`src/rtl/dest_pop_counter_pkg.sv`:
```
// Shared interconnect defines for the destination pop counter.
// Word/counter widths, readout selects and FSM states.
package dest_pop_counter_pkg;

  localparam int BW       = 6;
  localparam int CW       = 5;
  localparam int DEST_BIT = BW - 2;

  localparam logic [1:0] IDX_D0  = 2'd0;
  localparam logic [1:0] IDX_D1  = 2'd1;
  localparam logic [1:0] IDX_TOT = 2'd2;

  typedef enum logic {
    ST_RUN,
    ST_READ
  } state_e;

endpackage

```
`src/rtl/dest_pop_counter_if.sv`:
```
// Egress FIFO pop and counter readout bundle.
// master = FIFO/probador side, slave = counter block.
interface dest_pop_counter_if;
  import dest_pop_counter_pkg::*;

  logic          D0_empty;
  logic          D1_empty;
  logic [BW-1:0] D0_data_out;
  logic [BW-1:0] D1_data_out;
  logic          D0_rd;
  logic          D1_rd;
  logic          req;
  logic [1:0]    idx;
  logic          cnt_valid;
  logic [CW-1:0] cnt_data;

  modport master (
    output D0_empty, D1_empty,
    output D0_data_out, D1_data_out,
    output req, idx,
    input  D0_rd, D1_rd,
    input  cnt_valid, cnt_data
  );

  modport slave (
    input  D0_empty, D1_empty,
    input  D0_data_out, D1_data_out,
    input  req, idx,
    output D0_rd, D1_rd,
    output cnt_valid, cnt_data
  );

endinterface

```
`src/rtl/dest_pop_counter_sat_counter.sv`:
```
// Saturating up-counter with a 0..2 increment per cycle.
// One spare sum bit flags overflow so the count pins at all-ones.
module sat_counter #(
  parameter int W = 5
) (
  input  logic         clk,
  input  logic         rst_n,
  input  logic [1:0]   inc_i,
  output logic [W-1:0] cnt_o
);

  localparam logic [W-1:0] MAX = '1;

  logic [W-1:0] cnt_q;
  logic [W-1:0] cnt_d;
  logic [W:0]   sum;

  always_comb begin
    sum   = {1'b0, cnt_q} + {{(W-1){1'b0}}, inc_i};
    cnt_d = sum[W] ? MAX : sum[W-1:0];
  end

  always_ff @(posedge clk or negedge rst_n) begin
    if (!rst_n) begin
      cnt_q <= '0;
    end else begin
      cnt_q <= cnt_d;
    end
  end

  assign cnt_o = cnt_q;

endmodule

```
`src/rtl/dest_pop_counter.sv`:
```
// Pops the D0/D1 egress FIFOs, counts delivered words and flags
// misrouted ones; counts are read out only while the system is idle.
module dest_pop_counter
  import dest_pop_counter_pkg::*;
(
  input  logic                clk,
  input  logic                reset_L,
  input  logic                pop_en,
  input  logic                idle,
  dest_pop_counter_if.slave   bus,
  output logic                misroute
);

  logic          v0_q;
  logic          v1_q;
  logic          mis_q;
  logic          mis_d;
  state_e        state_q;
  logic          cnt_valid_q;
  logic [CW-1:0] cnt_data_q;
  logic [CW-1:0] cnt_d0;
  logic [CW-1:0] cnt_d1;
  logic [CW-1:0] cnt_tot;
  logic [CW-1:0] sel_cnt;

  assign bus.D0_rd = reset_L & pop_en & ~bus.D0_empty;
  assign bus.D1_rd = reset_L & pop_en & ~bus.D1_empty;

  // A word is misrouted when its destination bit disagrees with its FIFO.
  always_comb begin
    mis_d = mis_q;
    if (v0_q && bus.D0_data_out[DEST_BIT])
      mis_d = 1'b1;
    if (v1_q && !bus.D1_data_out[DEST_BIT])
      mis_d = 1'b1;
  end

  always_ff @(posedge clk or negedge reset_L) begin
    if (!reset_L) begin
      v0_q  <= 1'b0;
      v1_q  <= 1'b0;
      mis_q <= 1'b0;
    end else begin
      v0_q  <= bus.D0_rd;
      v1_q  <= bus.D1_rd;
      mis_q <= mis_d;
    end
  end

  sat_counter #(.W(CW)) u_cnt_d0 (
    .clk   (clk),
    .rst_n (reset_L),
    .inc_i ({1'b0, v0_q}),
    .cnt_o (cnt_d0)
  );

  sat_counter #(.W(CW)) u_cnt_d1 (
    .clk   (clk),
    .rst_n (reset_L),
    .inc_i ({1'b0, v1_q}),
    .cnt_o (cnt_d1)
  );

  sat_counter #(.W(CW)) u_cnt_tot (
    .clk   (clk),
    .rst_n (reset_L),
    .inc_i ({1'b0, v0_q} + {1'b0, v1_q}),
    .cnt_o (cnt_tot)
  );

  always_comb begin
    sel_cnt = '0;
    unique case (1'b1)
      (bus.idx == IDX_D0):  sel_cnt = cnt_d0;
      (bus.idx == IDX_D1):  sel_cnt = cnt_d1;
      (bus.idx == IDX_TOT): sel_cnt = cnt_tot;
      default:              sel_cnt = '0;
    endcase
  end

  // Value is captured on the sampling edge, so a same-edge
  // increment is not part of the reported count.
  always_ff @(posedge clk or negedge reset_L) begin
    if (!reset_L) begin
      state_q     <= ST_RUN;
      cnt_valid_q <= 1'b0;
      cnt_data_q  <= '0;
    end else begin
      unique case (state_q)
        ST_RUN: begin
          if (bus.req && idle) begin
            state_q     <= ST_READ;
            cnt_valid_q <= 1'b1;
            cnt_data_q  <= sel_cnt;
          end
        end
        ST_READ: begin
          state_q     <= ST_RUN;
          cnt_valid_q <= 1'b0;
        end
        default: begin
          state_q     <= ST_RUN;
          cnt_valid_q <= 1'b0;
        end
      endcase
    end
  end

  assign bus.cnt_valid = cnt_valid_q;
  assign bus.cnt_data  = cnt_data_q;
  assign misroute      = mis_q;

endmodule
```
`src/flat_wrapper.sv`:
```
// flat-port wrapper written by rule: the top's interface ports become plain ports
module dest_pop_counter_flat import dest_pop_counter_pkg::*;
  (clk, reset_L, pop_en, idle, misroute, bus_D0_empty, bus_D1_empty, bus_D0_data_out, bus_D1_data_out, bus_req, bus_idx, bus_D0_rd, bus_D1_rd, bus_cnt_valid, bus_cnt_data);
  dest_pop_counter_if bus_i ();
  input  logic clk;
  input  logic reset_L;
  input  logic pop_en;
  input  logic idle;
  output logic misroute;
  input wire logic [$bits(bus_i.D0_empty)-1:0] bus_D0_empty;
  input wire logic [$bits(bus_i.D1_empty)-1:0] bus_D1_empty;
  input wire logic [$bits(bus_i.D0_data_out)-1:0] bus_D0_data_out;
  input wire logic [$bits(bus_i.D1_data_out)-1:0] bus_D1_data_out;
  input wire logic [$bits(bus_i.req)-1:0] bus_req;
  input wire logic [$bits(bus_i.idx)-1:0] bus_idx;
  output wire logic [$bits(bus_i.D0_rd)-1:0] bus_D0_rd;
  output wire logic [$bits(bus_i.D1_rd)-1:0] bus_D1_rd;
  output wire logic [$bits(bus_i.cnt_valid)-1:0] bus_cnt_valid;
  output wire logic [$bits(bus_i.cnt_data)-1:0] bus_cnt_data;
  assign bus_i.D0_empty = bus_D0_empty;
  assign bus_i.D1_empty = bus_D1_empty;
  assign bus_i.D0_data_out = bus_D0_data_out;
  assign bus_i.D1_data_out = bus_D1_data_out;
  assign bus_i.req = bus_req;
  assign bus_i.idx = bus_idx;
  assign bus_D0_rd = bus_i.D0_rd;
  assign bus_D1_rd = bus_i.D1_rd;
  assign bus_cnt_valid = bus_i.cnt_valid;
  assign bus_cnt_data = bus_i.cnt_data;
  dest_pop_counter u_core (.clk(clk), .reset_L(reset_L), .pop_en(pop_en), .idle(idle), .bus(bus_i), .misroute(misroute));
endmodule
```
`config.mk`:
```
export PLATFORM = sky130hd
export DESIGN_NAME = dest_pop_counter_flat
export DESIGN_NICKNAME = d
export VERILOG_FILES = /design/src/rtl/dest_pop_counter_pkg.sv /design/src/rtl/dest_pop_counter_if.sv /design/src/rtl/dest_pop_counter_sat_counter.sv /design/src/rtl/dest_pop_counter.sv /design/src/flat_wrapper.sv
export SDC_FILE = /design/constraint.sdc
export NUM_CORES = 1
export LEC_CHECK = 0
export CAP_MARGIN = 10
export CORE_MARGIN = 4
export CORE_UTILIZATION = 35
export DETAILED_ROUTE_END_ITERATION = 8
export PLACE_DENSITY = 0.71
export SLEW_MARGIN = 20
export SYNTH_ARGS = -nofsm -noshare
export SYNTH_HDL_FRONTEND = slang
export SYNTH_SLANG_ARGS = --single-unit
```
`constraint.sdc`:
```
create_clock -name clk -period 4.05 [get_ports clk]
set_clock_uncertainty 0.2 [all_clocks]
set_input_delay 1.215 -clock clk [delete_from_list [all_inputs] [get_ports clk]]
set_output_delay 1.215 -clock clk [all_outputs]
set_load 0.03 [all_outputs]
```
### Word level (Yosys, flattened, before mapping)

Cells that the tools add are included.

| storage, ports and cells | value |
|---|---|
| word-level logic and storage cells | 39 |
| output and inout port bits | 9 |
| bits in registers | 25 |
| input port bits | 21 |

| operators by class | value |
|---|---|
| $add $sub $neg | 4 |
| equality and inequality tests | 3 |
| mux-type cells | 10 |
| bitwise operators | 6 |
| reductions and logical operators | 7 |

Operators by type and width:

| cell | number |
|---|---|
| two-way mux 5 bit | 3 |
| case mux 5 bit (3 select lines) | 1 |
| adder 5 x 1 -> 6 bit | 2 |
| adder 5 x 2 -> 6 bit | 1 |
| two-way mux 1 bit | 4 |
| case mux 1 bit (2 select lines) | 2 |
| bitwise AND 1 bit | 3 |
| logical AND 1 bit | 3 |
| inverter 1 bit | 3 |
| adder 1 x 1 -> 2 bit | 1 |
| equality test 2 x 1 -> 1 bit (second input constant) | 1 |
| equality test 2 bit (second input constant) | 1 |
| zero test 2 bit | 1 |
| inequality test 2 x 1 -> 1 bit (second input constant) | 1 |
| AND reduction 2 bit | 1 |
| nonzero test 2 bit | 1 |
| zero test 1 bit | 1 |

### Depth between registers and ports, before layout

| logic depth | value |
|---|---|
| depth in word-level cells | 3 |
| gate-level depth with buffers | 7 |
| mapped depth without buffers | 7 |

### By module

From an unflattened synthesis, not the netlist that was laid out.

| second synthesis, totals | value |
|---|---|
| cell total of the unflattened synthesis | 112 |
| area total of the unflattened synthesis | 1281.2 µm² |

Modules (own cells, without submodules):

| module | area each (µm²) | cells an instance | instances | sequential area each (µm²) |
|---|---|---|---|---|
| sat_counter | 264.0 | 21 | 3 | 125.1 |
| dest_pop_counter | 489.2 | 49 | 1 | 250.2 |

### Worst setup path after synthesis

No wires, ideal clock.

| timing path | value |
|---|---|
| kind | input -> output |
| start | input port reset_L |
| end | output port bus_D0_rd |
| arrival time | 1695 ps |
| cell stages on the path | 2 |
| buffers on the path | 0 |
| path slack | 940 ps |
| required time | 2635 ps |
| cell sequence | nand2_1 > nor2_1 |

| on the way | value |
|---|---|
| longest elaborated chain between the ends | 2 |

Ends and longest elaborated chain:

| element | RTL line | text |
|---|---|---|
| start: declaration | flat_wrapper.sv:6 | `input logic reset_L;` |
| bitwise AND 1 bit (2 in series) | dest_pop_counter.sv:26 | `assign bus.D0_rd = reset_L & pop_en & ~bus.D0_empty;` |
| end: declaration | flat_wrapper.sv:16 | `output wire logic [$bits(bus_i.D0_rd)-1:0] bus_D0_rd;` |

No other way between the ends.

### Final worst setup path

| timing path | value |
|---|---|
| start | input port reset_L |
| end | output port bus_D1_rd |

| on the way | value |
|---|---|
| longest elaborated chain between the ends | 2 |

Ends and longest elaborated chain:

| element | RTL line | text |
|---|---|---|
| bitwise AND 1 bit (2 in series) | dest_pop_counter.sv:27 | `assign bus.D1_rd = reset_L & pop_en & ~bus.D1_empty;` |
| end: declaration | flat_wrapper.sv:17 | `output wire logic [$bits(bus_i.D1_rd)-1:0] bus_D1_rd;` |

No other way between the ends.

==> key figures <==
Outcome
  • Outcome: complete, no violations

Detailed routing
  • WL/cell: 13.0 um
  • Routed Antenna Nets: 0
  • DRT iter0 DRCs: 47
  • Via count: 889
  • DRC viols: 0
  • Routed wire length: 2300 um
  • TritonRoute pass-1 iters: 5
  • Vias per std cell: 5.02

GRT
  • Global-route wire length before repair: 3780 um
  • Routing usage on met3: 1.85%
  • GR Overflow Total: 0
  • Number of global-route vias before repair: 837
  • Largest net degree at the start of global routing: 26
  • Initial antenna violation count: 0
  • Met2 Use GR: 17.9%
  • Grt met1 use: 15.0%
  • Total track usage: 11.2%
  • GR peak layer: met2

Synth
  • Syn Area/Cell: 11.0 sq um
  • Seq/Total Area, Yosys: 52.1%
  • Yosys cell types: 24
  • Post-synthesis adder-cell area fraction: 6.88%
  • Largest family of logic cells by synthesized area: simple AND/OR/NAND/NOR gates
  • Synth Register Bits: 25
  • Simple-Gate Fraction of Synth Area: 15.1%
  • Mux share of post-synthesis cell area: 8.85%
  • Post-Syn Nets: 136
  • Synth Area in Compound Gates: 11.6%
  • Syn Inst Count: 109
  • Yosys warnings: 0
  • Xor/xnor share of the synthesized area: 0%
  • Synthesized area: 1200 sq um

Setup path
  • CP Cell Sequence: clkdlybuf4s50_1 > nand2_1 > nor2_1 > buf_4
  • Critical Path Max Stage Delay: 0.49 ns
  • WP buf/inv: 2
  • Crit Path Class: in -> out
  • Worst reg2reg setup slack: 2.30 ns
  • Family with the most delay on the worst path: buffers and inverters
  • Critical Path AT: 2.11 ns
  • Required @ worst endpoint: 2.63 ns
  • R2R Path Start: u_core.v1_q$_DFF_PN0_
  • Critical Path End Type: output port
  • Worst r2r dst: u_core.u_cnt_tot.cnt_o[4]$_DFF_PN0_
  • Crit Path Max Fanout: 2
  • Reg2reg path depth: 7
  • Setup crit start kind: input pin
  • Slowest-stage cell, CP: clkdlybuf4s50_1

Finish
  • Reg area: 626 sq um
  • Non-Filler Instances: 177
  • Final Core Density: 43.2%
  • Antenna cells: 0
  • # fillers: 334
  • Layout cells sized above 1: 9.16%
  • Area of the multi-input gates: 509 sq um
  • Most frequent cells in the layout: dfrtp_1 (25), clkdlybuf4s50_1 (17), nand2_1 (11)
  • Final instance area: 1440 sq um
  • NumNets Final: 159
  • Commonest non-fill, non-tap cell in the layout: dfrtp_1
  • Area Growth Syn to Fin: 20.0%

Floorplanning
  • Num rows: 21
  • Die Height: 66.6 um
  • Starting Density: 36.0%
  • Die width: 66.6 um
  • Core area: 3340 sq um
  • Die Footprint: 4430 sq um
  • Top Ports: 30

Clock network
  • CTS max path bufs: 2
  • Hold buffers post-CTS: 0
  • Worst skew pair latency: 0.31 ns
  • Root Driver: clkbuf_4
  • Total CTS buffers: 3
  • Sink Count: 25
  • Setup bufs post-CTS: 0
  • H-tree depth: 1
  • Post-CTS sizing: 0
  • CTS tree: yes
  • Clk pin slew, worst setup/hold paths: 0.13 ns

Timing
  • RSZ-0062 raised after global routing: false
  • Slew @ Worst Pin: 0.439 ns
  • Final Hold Viols: 0
  • Final setup fails: 0
  • Peak Freq: 0.283 GHz
  • Tcrit/Tclk final: 87.1%
  • Setup TNS: 0 ns
  • Max-slew violations: 0
  • Final Critical Period: 3.53 ns
  • Worst slew margin: 70.6%

Job
  • Max_cap viols: 0

Power and ir drop
  • PD cells: 590 nW/um^2
  • Seq pwr share: 52.9%
  • Internal Power: 0.529 mW
  • Switching Share: 37.8%
  • Total power: 0.850 mW
  • Maximum VDD drop: 0.161 mV
  • Switching Power: 0.321 mW
  • Clock power frac: 13.2%
  • Leak: 0.634 nW
  • Combinational share of power: 33.9%

Min path
  • Hold depth: 1
  • Hold Startpoint: u_core.state_q$_DFF_PN0_
  • Hold path endpoint: u_core.bus.cnt_valid$_DFFE_PN0P_
  • Hold WC Path Type: reg -> reg

Placement
  • Dpl cell area: 1420 sq um
  • PortBufs: 19
  • Dpl cells: 173
  • Routability Congestion: 0.791
  • DP Wirelength: 1720 um
sequential cells by signal (all words and copies together), names as in the netlist:
register	cells
u_core.bus.cnt_data	5
u_core.bus.cnt_valid	1
u_core.misroute	1
u_core.state_q	1
u_core.u_cnt_d0.cnt_o	5
u_core.u_cnt_d1.cnt_o	5
u_core.u_cnt_tot.cnt_o	5
u_core.v0_q	1
u_core.v1_q	1
cells in the mapped netlist:
| master | number | area share, % |
|---|---|---|
| buf_6 | 1 | 0.94 |
| clkbuf_16 | 1 | 2.1 |
| a21oi_1 | 5 | 2.1 |
| nand3_1 | 5 | 2.1 |
| mux2i_1 | 5 | 4.2 |
| a21boi_1 | 2 | 1.2 |
| dfrtp_1 | 25 | 52 |
| nand2_1 | 11 | 3.4 |
| nor2_1 | 7 | 2.2 |
| or2_1 | 4 | 2.1 |
| a31oi_1 | 4 | 2.1 |
| nor2b_1 | 2 | 1.0 |
| nand4_1 | 3 | 1.6 |
| nor2_4 | 1 | 0.94 |
| inv_1 | 8 | 2.5 |
| o21a_1 | 2 | 1.2 |
| nand2b_1 | 1 | 0.52 |
| nor3_1 | 3 | 1.2 |
| mux2_2 | 5 | 4.7 |
| a41oi_1 | 2 | 1.5 |
| ha_1 | 5 | 5.2 |
| a221o_1 | 1 | 0.83 |
| o22ai_1 | 5 | 2.6 |
| fa_1 | 1 | 1.7 |
worst max path at each step:
| stage | startpoint | to | cells past startpoint |
|---|---|---|---|
| 2_1_floorplan | reset_L | bus_D0_rd | 2 |
| 3_3_place_gp | reset_L | bus_D0_rd | 4 |
| 3_5_place_dp | reset_L | bus_D1_rd | 4 |
| 4_1_cts | reset_L | bus_D1_rd | 4 |
| 5_1_grt | reset_L | bus_D1_rd | 4 |
| 6_report | reset_L | bus_D1_rd | 4 |
cells by family after synthesis:
kind of cell,after synthesis
and+or+nand+nor,37
AOI/OAI and AO/OA,21
muxes,10
DFF,25
adders and majority gates,6
buffers and inverters,10
layout make-up:
type,count,share of cell area (%)
Sequential cell,25,43.4
Multi-Input combinational cell,74,35.3
Timing Repair Buffer,20,13.4
Tap cell,46,3.99
Inverter,8,2.08
Clock buffer,4,1.82
stage by stage:
step	setup WS, ns	hold WS [ns]
finish	0.521	0.296
global route	0.457	0.326
CTS	0.484	0.300
detailed placement	0.497	0.280
global placement	0.546	0.266
floorplan	0.940	0.261
routing by layer:
metal / up-vias / wire length [um] / part of all wire, %
li1: 433 / - / -
met1: 426 / 1080 / 47
met4: 0 / 24 / 1.0
met3: 2 / 106 / 4.6
met5: - / 0 / 0
met2: 28 / 1090 / 47
power groups by stage:
stage	registers [mW]	logic, mW	clock network, mW
floorplan	0.472	0.158	0
global placement	0.444	0.284	0
detailed placement	0.454	0.291	0
CTS	0.448	0.292	0.117
global route	0.467	0.322	0.128
finish	0.450	0.288	0.112
No activity file was read; power rests on OpenSTA's default activity.
